==> src/rtl/i2c_slave_receiver_pkg.sv <==
// Shared I2C target definitions: FSM state encoding, default address, ACK level.
// Also imported by the master's control unit so both sides agree on encodings.
package i2c_slave_receiver_pkg;

    typedef enum logic [2:0] {
        ST_IDLE     = 3'd0,
        ST_ADDRESS  = 3'd1,
        ST_ACK_ADDR = 3'd2,
        ST_DATA     = 3'd3,
        ST_ACK_DATA = 3'd4,
        ST_IGNORE   = 3'd5
    } state_e;

    localparam logic [6:0] DEFAULT_SLAVE_ADDR = 7'h27;
    localparam logic       ACK_LEVEL          = 1'b0;
    localparam logic       NACK_LEVEL         = 1'b1;
    localparam logic [3:0] BITS_PER_BYTE      = 4'd8;

    // Address byte hits only for our 7-bit address with R/W = 0 (write).
    function automatic logic addr_hit(input logic [7:0] addr_byte, input logic [6:0] own_addr);
        return (addr_byte[7:1] == own_addr) && (addr_byte[0] == 1'b0);
    endfunction

endpackage

==> src/rtl/i2c_line_sync.sv <==
// Multi-flop synchronizer plus edge detect for one bus line; Rise/Fall are
// combinational from the last sync flop and the edge-detect flop.
module i2c_line_sync #(
    parameter int SyncStages = 2
) (
    input  logic clk_i,
    input  logic rst_ni,
    input  logic line_i,
    output logic level_o,
    output logic rise_o,
    output logic fall_o
);

    logic [SyncStages-1:0] sync_q;
    logic                  prev_q;

    // Reset to the idle bus level so no phantom edges appear out of reset.
    always_ff @(posedge clk_i) begin
        if (!rst_ni) begin
            sync_q <= '1;
            prev_q <= 1'b1;
        end else begin
            sync_q <= {sync_q[SyncStages-2:0], line_i};
            prev_q <= sync_q[SyncStages-1];
        end
    end

    assign level_o = sync_q[SyncStages-1];
    assign rise_o  = sync_q[SyncStages-1] & ~prev_q;
    assign fall_o  = ~sync_q[SyncStages-1] & prev_q;

endmodule

==> src/rtl/i2c_slave_receiver.sv <==
// Write-only I2C target: detects START/STOP, ACKs its own write address and
// streams received data bytes out with a one-clock valid strobe.
module i2c_slave_receiver
    import i2c_slave_receiver_pkg::*;
#(
    parameter logic [6:0] SlaveAddress = DEFAULT_SLAVE_ADDR,
    parameter int         SyncStages   = 2
) (
    input  logic       clk_i,
    input  logic       rst_ni,
    input  logic       scl_i,
    input  logic       sda_i,
    output logic       sda_drive_low_o,
    output logic [7:0] rx_data_o,
    output logic       rx_valid_o,
    output logic       addr_match_o,
    output logic       busy_o,
    output logic       stop_seen_o
);

    logic scl_lvl, scl_rise, scl_fall;
    logic sda_lvl, sda_rise, sda_fall;

    i2c_line_sync #(.SyncStages(SyncStages)) u_scl_sync (
        .clk_i   (clk_i),
        .rst_ni  (rst_ni),
        .line_i  (scl_i),
        .level_o (scl_lvl),
        .rise_o  (scl_rise),
        .fall_o  (scl_fall)
    );

    i2c_line_sync #(.SyncStages(SyncStages)) u_sda_sync (
        .clk_i   (clk_i),
        .rst_ni  (rst_ni),
        .line_i  (sda_i),
        .level_o (sda_lvl),
        .rise_o  (sda_rise),
        .fall_o  (sda_fall)
    );

    logic bus_start, bus_stop;
    assign bus_start = sda_fall & scl_lvl;
    assign bus_stop  = sda_rise & scl_lvl;

    state_e     state_q, state_d;
    logic [3:0] cnt_q, cnt_d;
    logic [7:0] shift_q, shift_d;
    logic [7:0] rx_data_q, rx_data_d;
    logic       sda_low_q, sda_low_d;
    logic       match_q, match_d;
    logic       busy_q, busy_d;
    logic       rx_valid_q, rx_valid_d;
    logic       stop_seen_q, stop_seen_d;
    logic [7:0] shift_in;

    assign shift_in = {shift_q[6:0], sda_lvl};

    always_ff @(posedge clk_i) begin
        if (!rst_ni) begin
            state_q     <= ST_IDLE;
            cnt_q       <= '0;
            shift_q     <= '0;
            rx_data_q   <= '0;
            sda_low_q   <= 1'b0;
            match_q     <= 1'b0;
            busy_q      <= 1'b0;
            rx_valid_q  <= 1'b0;
            stop_seen_q <= 1'b0;
        end else begin
            state_q     <= state_d;
            cnt_q       <= cnt_d;
            shift_q     <= shift_d;
            rx_data_q   <= rx_data_d;
            sda_low_q   <= sda_low_d;
            match_q     <= match_d;
            busy_q      <= busy_d;
            rx_valid_q  <= rx_valid_d;
            stop_seen_q <= stop_seen_d;
        end
    end

    always_comb begin
        state_d     = state_q;
        cnt_d       = cnt_q;
        shift_d     = shift_q;
        rx_data_d   = rx_data_q;
        sda_low_d   = sda_low_q;
        match_d     = match_q;
        busy_d      = busy_q;
        rx_valid_d  = 1'b0;
        stop_seen_d = 1'b0;

        // Bus conditions override any bit event in the same clock.
        if (bus_stop) begin
            state_d     = ST_IDLE;
            cnt_d       = '0;
            sda_low_d   = 1'b0;
            match_d     = 1'b0;
            busy_d      = 1'b0;
            stop_seen_d = 1'b1;
        end else if (bus_start) begin
            state_d   = ST_ADDRESS;
            cnt_d     = '0;
            sda_low_d = 1'b0;
            match_d   = 1'b0;
            busy_d    = 1'b1;
        end else begin
            unique case (state_q)
                ST_ADDRESS: begin
                    if (scl_rise && cnt_q < BITS_PER_BYTE) begin
                        shift_d = shift_in;
                        cnt_d   = cnt_q + 4'd1;
                    end else if (scl_fall && cnt_q == BITS_PER_BYTE) begin
                        if (addr_hit(shift_q, SlaveAddress)) begin
                            state_d   = ST_ACK_ADDR;
                            sda_low_d = (ACK_LEVEL == 1'b0);
                            match_d   = 1'b1;
                        end else begin
                            state_d = ST_IGNORE;
                        end
                    end
                end
                ST_ACK_ADDR, ST_ACK_DATA: begin
                    if (scl_fall) begin
                        state_d   = ST_DATA;
                        sda_low_d = (NACK_LEVEL == 1'b0);
                        cnt_d     = '0;
                    end
                end
                ST_DATA: begin
                    if (scl_rise && cnt_q < BITS_PER_BYTE) begin
                        shift_d = shift_in;
                        cnt_d   = cnt_q + 4'd1;
                        if (cnt_q == BITS_PER_BYTE - 4'd1) begin
                            rx_data_d  = shift_in;
                            rx_valid_d = 1'b1;
                        end
                    end else if (scl_fall && cnt_q == BITS_PER_BYTE) begin
                        state_d   = ST_ACK_DATA;
                        sda_low_d = (ACK_LEVEL == 1'b0);
                    end
                end
                default: ;
            endcase
        end
    end

    assign sda_drive_low_o = sda_low_q;
    assign rx_data_o       = rx_data_q;
    assign rx_valid_o      = rx_valid_q;
    assign addr_match_o    = match_q;
    assign busy_o          = busy_q;
    assign stop_seen_o     = stop_seen_q;

endmodule
==> config.mk <==
export PLATFORM = sky130hd
export DESIGN_NAME = i2c_slave_receiver
export DESIGN_NICKNAME = d
export VERILOG_FILES = /design/src/rtl/i2c_slave_receiver_pkg.sv /design/src/rtl/i2c_line_sync.sv /design/src/rtl/i2c_slave_receiver.sv
export SDC_FILE = /design/constraint.sdc
export NUM_CORES = 1
export LEC_CHECK = 0
export CORE_MARGIN = 5
export CORE_UTILIZATION = 40
export DETAILED_ROUTE_END_ITERATION = 10
export SYNTH_ARGS = -nofsm -noshare
export SYNTH_HDL_FRONTEND = slang
export SYNTH_HIERARCHICAL = 1
export SYNTH_SLANG_ARGS = --single-unit
export TNS_END_PERCENT = 50
==> constraint.sdc <==
create_clock -name clk_i -period 2 [get_ports clk_i]
set_input_delay 0.4 -clock clk_i [delete_from_list [all_inputs] [get_ports clk_i]]
set_output_delay 0.4 -clock clk_i [all_outputs]
set_load 0.01 [all_outputs]
==> results of run 1 <==
-- logic make-up (layout without fill, tap and decap cells) --
logic type | Yosys count | in the layout | share of synthesized area, %
fa+ha+maj | 2 | 2 | 1.76
buf+inv | 12 | 32 | 4.58
xor+xnor | 2 | 2 | 1.23
compound gates | 27 | 27 | 13.2
flops | 34 | 34 | 47.9
simple gates | 68 | 68 | 25.6
mux | 8 | 8 | 5.64
-- worst max path at each step --
stage / cells after the start / from / to
after global placement: 5 / u_scl_sync/sync_q[1]$_SDFF_PN1_ / addr_match_o$_SDFFE_PP0P_
final: 6 / u_scl_sync/sync_q[1]$_SDFF_PN1_ / rx_data_o[1]$_SDFFE_PN0P_
after global routing: 6 / u_scl_sync/sync_q[1]$_SDFF_PN1_ / rx_data_o[1]$_SDFFE_PN0P_
after CTS: 6 / u_scl_sync/sync_q[1]$_SDFF_PN1_ / rx_data_o[1]$_SDFFE_PN0P_
after detailed placement: 6 / u_scl_sync/sync_q[1]$_SDFF_PN1_ / rx_data_o[1]$_SDFFE_PN0P_
after floorplan: 6 / u_scl_sync/sync_q[1]$_SDFF_PN1_ / rx_data_o[0]$_SDFFE_PN0P_
-- Yosys cell counts --
library cell  number  area, um2
dfxtp_1           34        681
nand2_1           20       75.1
nor2b_1           13       81.3
nand3_1           11       55.1
a21boi_0           8       60.1
mux2i_1            8       80.1
nand2b_1           7       43.8
nor2_1             7       26.3
a21oi_1            6       30.0
buf_2              4       20.0
inv_1              4       15.0
and3_1             3       18.8
o21ai_0            3       15.0
a221oi_1           2       17.5
a31oi_1            2       12.5
and4b_1            2       20.0
and4bb_2           2       25.0
buf_6              2       22.5
clkbuf_1           2       7.51
ha_1               2       25.0
xor2_1             2       17.5
a21o_1             1       7.51
a221o_1            1       10.0
a311oi_1           1       8.76
a41oi_1            1       8.76
and2_1             1       6.26
nand4_1            1       6.26
o21ba_2            1       10.0
o21bai_1           1       7.51
or3_1              1       6.26
-- stage by stage --
stage / area (um2) / utilization [%] / std cells / setup slack (ns)
floorplan: 1420 / - / 153 / 0.502
finish: 1700 / 50.1 / 219 / 0.291
global placement: 1620 / 47.7 / 211 / 0.396
CTS: 1700 / 50.1 / 219 / 0.280
detailed placement: 1620 / 47.7 / 211 / 0.300
global route: 1700 / 50.1 / 219 / 0.150
-- worst max-delay path, cell delays in order, from the launching register on --
cell,delay (ns)
dfxtp_1,0.47
nor2b_1,0.26
and4bb_2,0.26
and3_1,0.15
buf_4,0.19
mux2i_1,0.22
nor2b_1,0.06
-- power groups by stage --
stage	Sequential [mW]	Combinational [mW]	Clock, mW
2_1_floorplan	0.703	0.0303	0
3_3_place_gp	0.705	0.0463	0
4_1_cts	0.690	0.0472	0.477
6_report	0.690	0.0465	0.459
3_5_place_dp	0.706	0.0468	0
5_1_grt	0.692	0.0526	0.506
-- routing by layer --
metal | vias up | track usage (%) | wire (um)
li1 | 569 | - | -
met1 | 477 | 15.4 | 1350
met2 | 20 | 17.6 | 1100
met3 | 8 | 3.48 | 94
met4 | 0 | 7.16 | 73
met5 | - | 0 | 0
-- cell type report --
class	count	area, um2
multi-input combinational	107	674
inverter	4	15.0
clock buffer	8	78.8
tap	46	57.6
sequential	34	681
timing repair buffer	20	190
fill	310	1690
-- sequential cells by signal, summed over array words and instances (netlist names), 2 cells and up --
signal             count
u_sda_sync/sync_q      2
u_scl_sync/sync_q      2
shift_q                8
cnt_q                  4
state_q                3
rx_data_o              8
==> out/metrics.yaml, run 1 <==
clock_tree:
  cts_sinks: 34
  cts_max_level: 2
  insertion_delay_ns: 0.33
  hold_buffers: 0
  cts_tree: "done"
  cts.reportedPaths.clkPinSlew_ns: 0.10
  cts_setup_buffers: 0
  numCtsBuffers: 5
  cts_root_buffer: "clkbuf_4"
  clockBufferDepth: 2
  cts_resized: 0
timing:
  period_minus_slack_ns: 1.71
  period_share_pct: 85.5
  hold_viol_final: 0
  tightest_slew_ns: 0.343
  fmax_ghz: 0.585
  maxSlewHeadroom_pct: 77.1
  rsz0062_at_grt: "no"
  finalSetupViolCount: 0
  fin_worst_skew_ns: 0.00638
  drv_slew: 0
  fin_hold_ws_ns: 0.415
  finalSetupTns_ns: 0
power:
  p_int_mw: 0.947
  clkPwrFrac_pct: 38.4
  p_switching_mw: 0.249
  power_frac_seq_pct: 57.7
  p_per_area_nw_per_um2: 705
  p_comb_share_pct: 3.9
  p_leak_nw: 0.595
  ir_drop_mv: 0.443
  swShare_pct: 20.8
  power_mw: 1.20
routing:
  drtIter0Drc: 45
  via_count: 1074
  dr.pass1.iters: 4
  ant_nets: 0
  drt_wl_total_um: 2610
  via_per_inst: 4.90
  drc_errors: 0
  wl_per_cell_um: 11.9
synth:
  synth_area_per_cell_um2: 9.28
  yosysWarnings: 6
  syn-num-nets: 159
  syn-cell-area_um2: 1420
  ys_ff_latch: 34
  synth_cell_types: 30
  netlist_instances: 153
  ys_seq_area_share_pct: 47.9
worst_setup_path:
  path_class: "reg -> reg"
  worst-path-max-fanout: 9
  crit_path_end_kind: "register"
  cp.required_ns: 2.23
  reg2reg_slack_ns: 0.29
  r2r_cells: 6
  critPathArrivalTime_ns: 1.94
  r2r_start: "u_scl_sync/sync_q[1]$_SDFF_PN1_"
  r2r_end: "rx_data_o[1]$_SDFFE_PN0P_"
  cp-start-kind: "register"
hold_path:
  hold_class: "reg -> reg"
  min_delay_worst_endpoint: "u_scl_sync/sync_q[1]$_SDFF_PN1_"
  min_from: "u_scl_sync/sync_q[0]$_SDFF_PN1_"
  hold_path_depth: 1
placed_design:
  routabilityCongestion: 0.804
  dp_hpwl_um: 1860
  portBuffers: 16
global_route:
  grt_first_pass_wirelength_um: 4660
  grt_pass1_vias: 1056
  grt_overflow: 0
  grt_usage_pct: 12.0
  grt_max_degree: 21
  antenna_found_initial: 0
finish:
  drive_gt1_share_pct: 8.67
  final_common_cell: "dfxtp_1"
  final_cell_mix: "dfxtp_1, nand2_1, clkdlybuf4s50_1"
  areaGrowthSynthToFinish_pct: 19.5
  antennaDiodeCount: 0
  finalNetCount: 178
die:
  die_area_um2: 4840
  die_h_um: 69.6
  core_um2: 3390
  die_w_um: 69.6
  initial_core_util_pct: 41.9
  boundaryPins: 17
  num_rows: 21
run_status:
  status: "finished, final reports clean"
job:
  cap_violations: 0
Power figures use the tool's default switching activity.
==> run 2, diff against run 1 <==
--- a/config.mk
+++ b/config.mk
@@ -8,6 +8,7 @@
 export CORE_MARGIN = 5
 export CORE_UTILIZATION = 40
 export DETAILED_ROUTE_END_ITERATION = 10
+export GPL_ROUTABILITY_DRIVEN = 1
 export SYNTH_ARGS = -nofsm -noshare
 export SYNTH_HDL_FRONTEND = slang
 export SYNTH_HIERARCHICAL = 1
==> results of run 2 <==
Same layout as run 1: the final DEF is identical, and so are final timing and power.
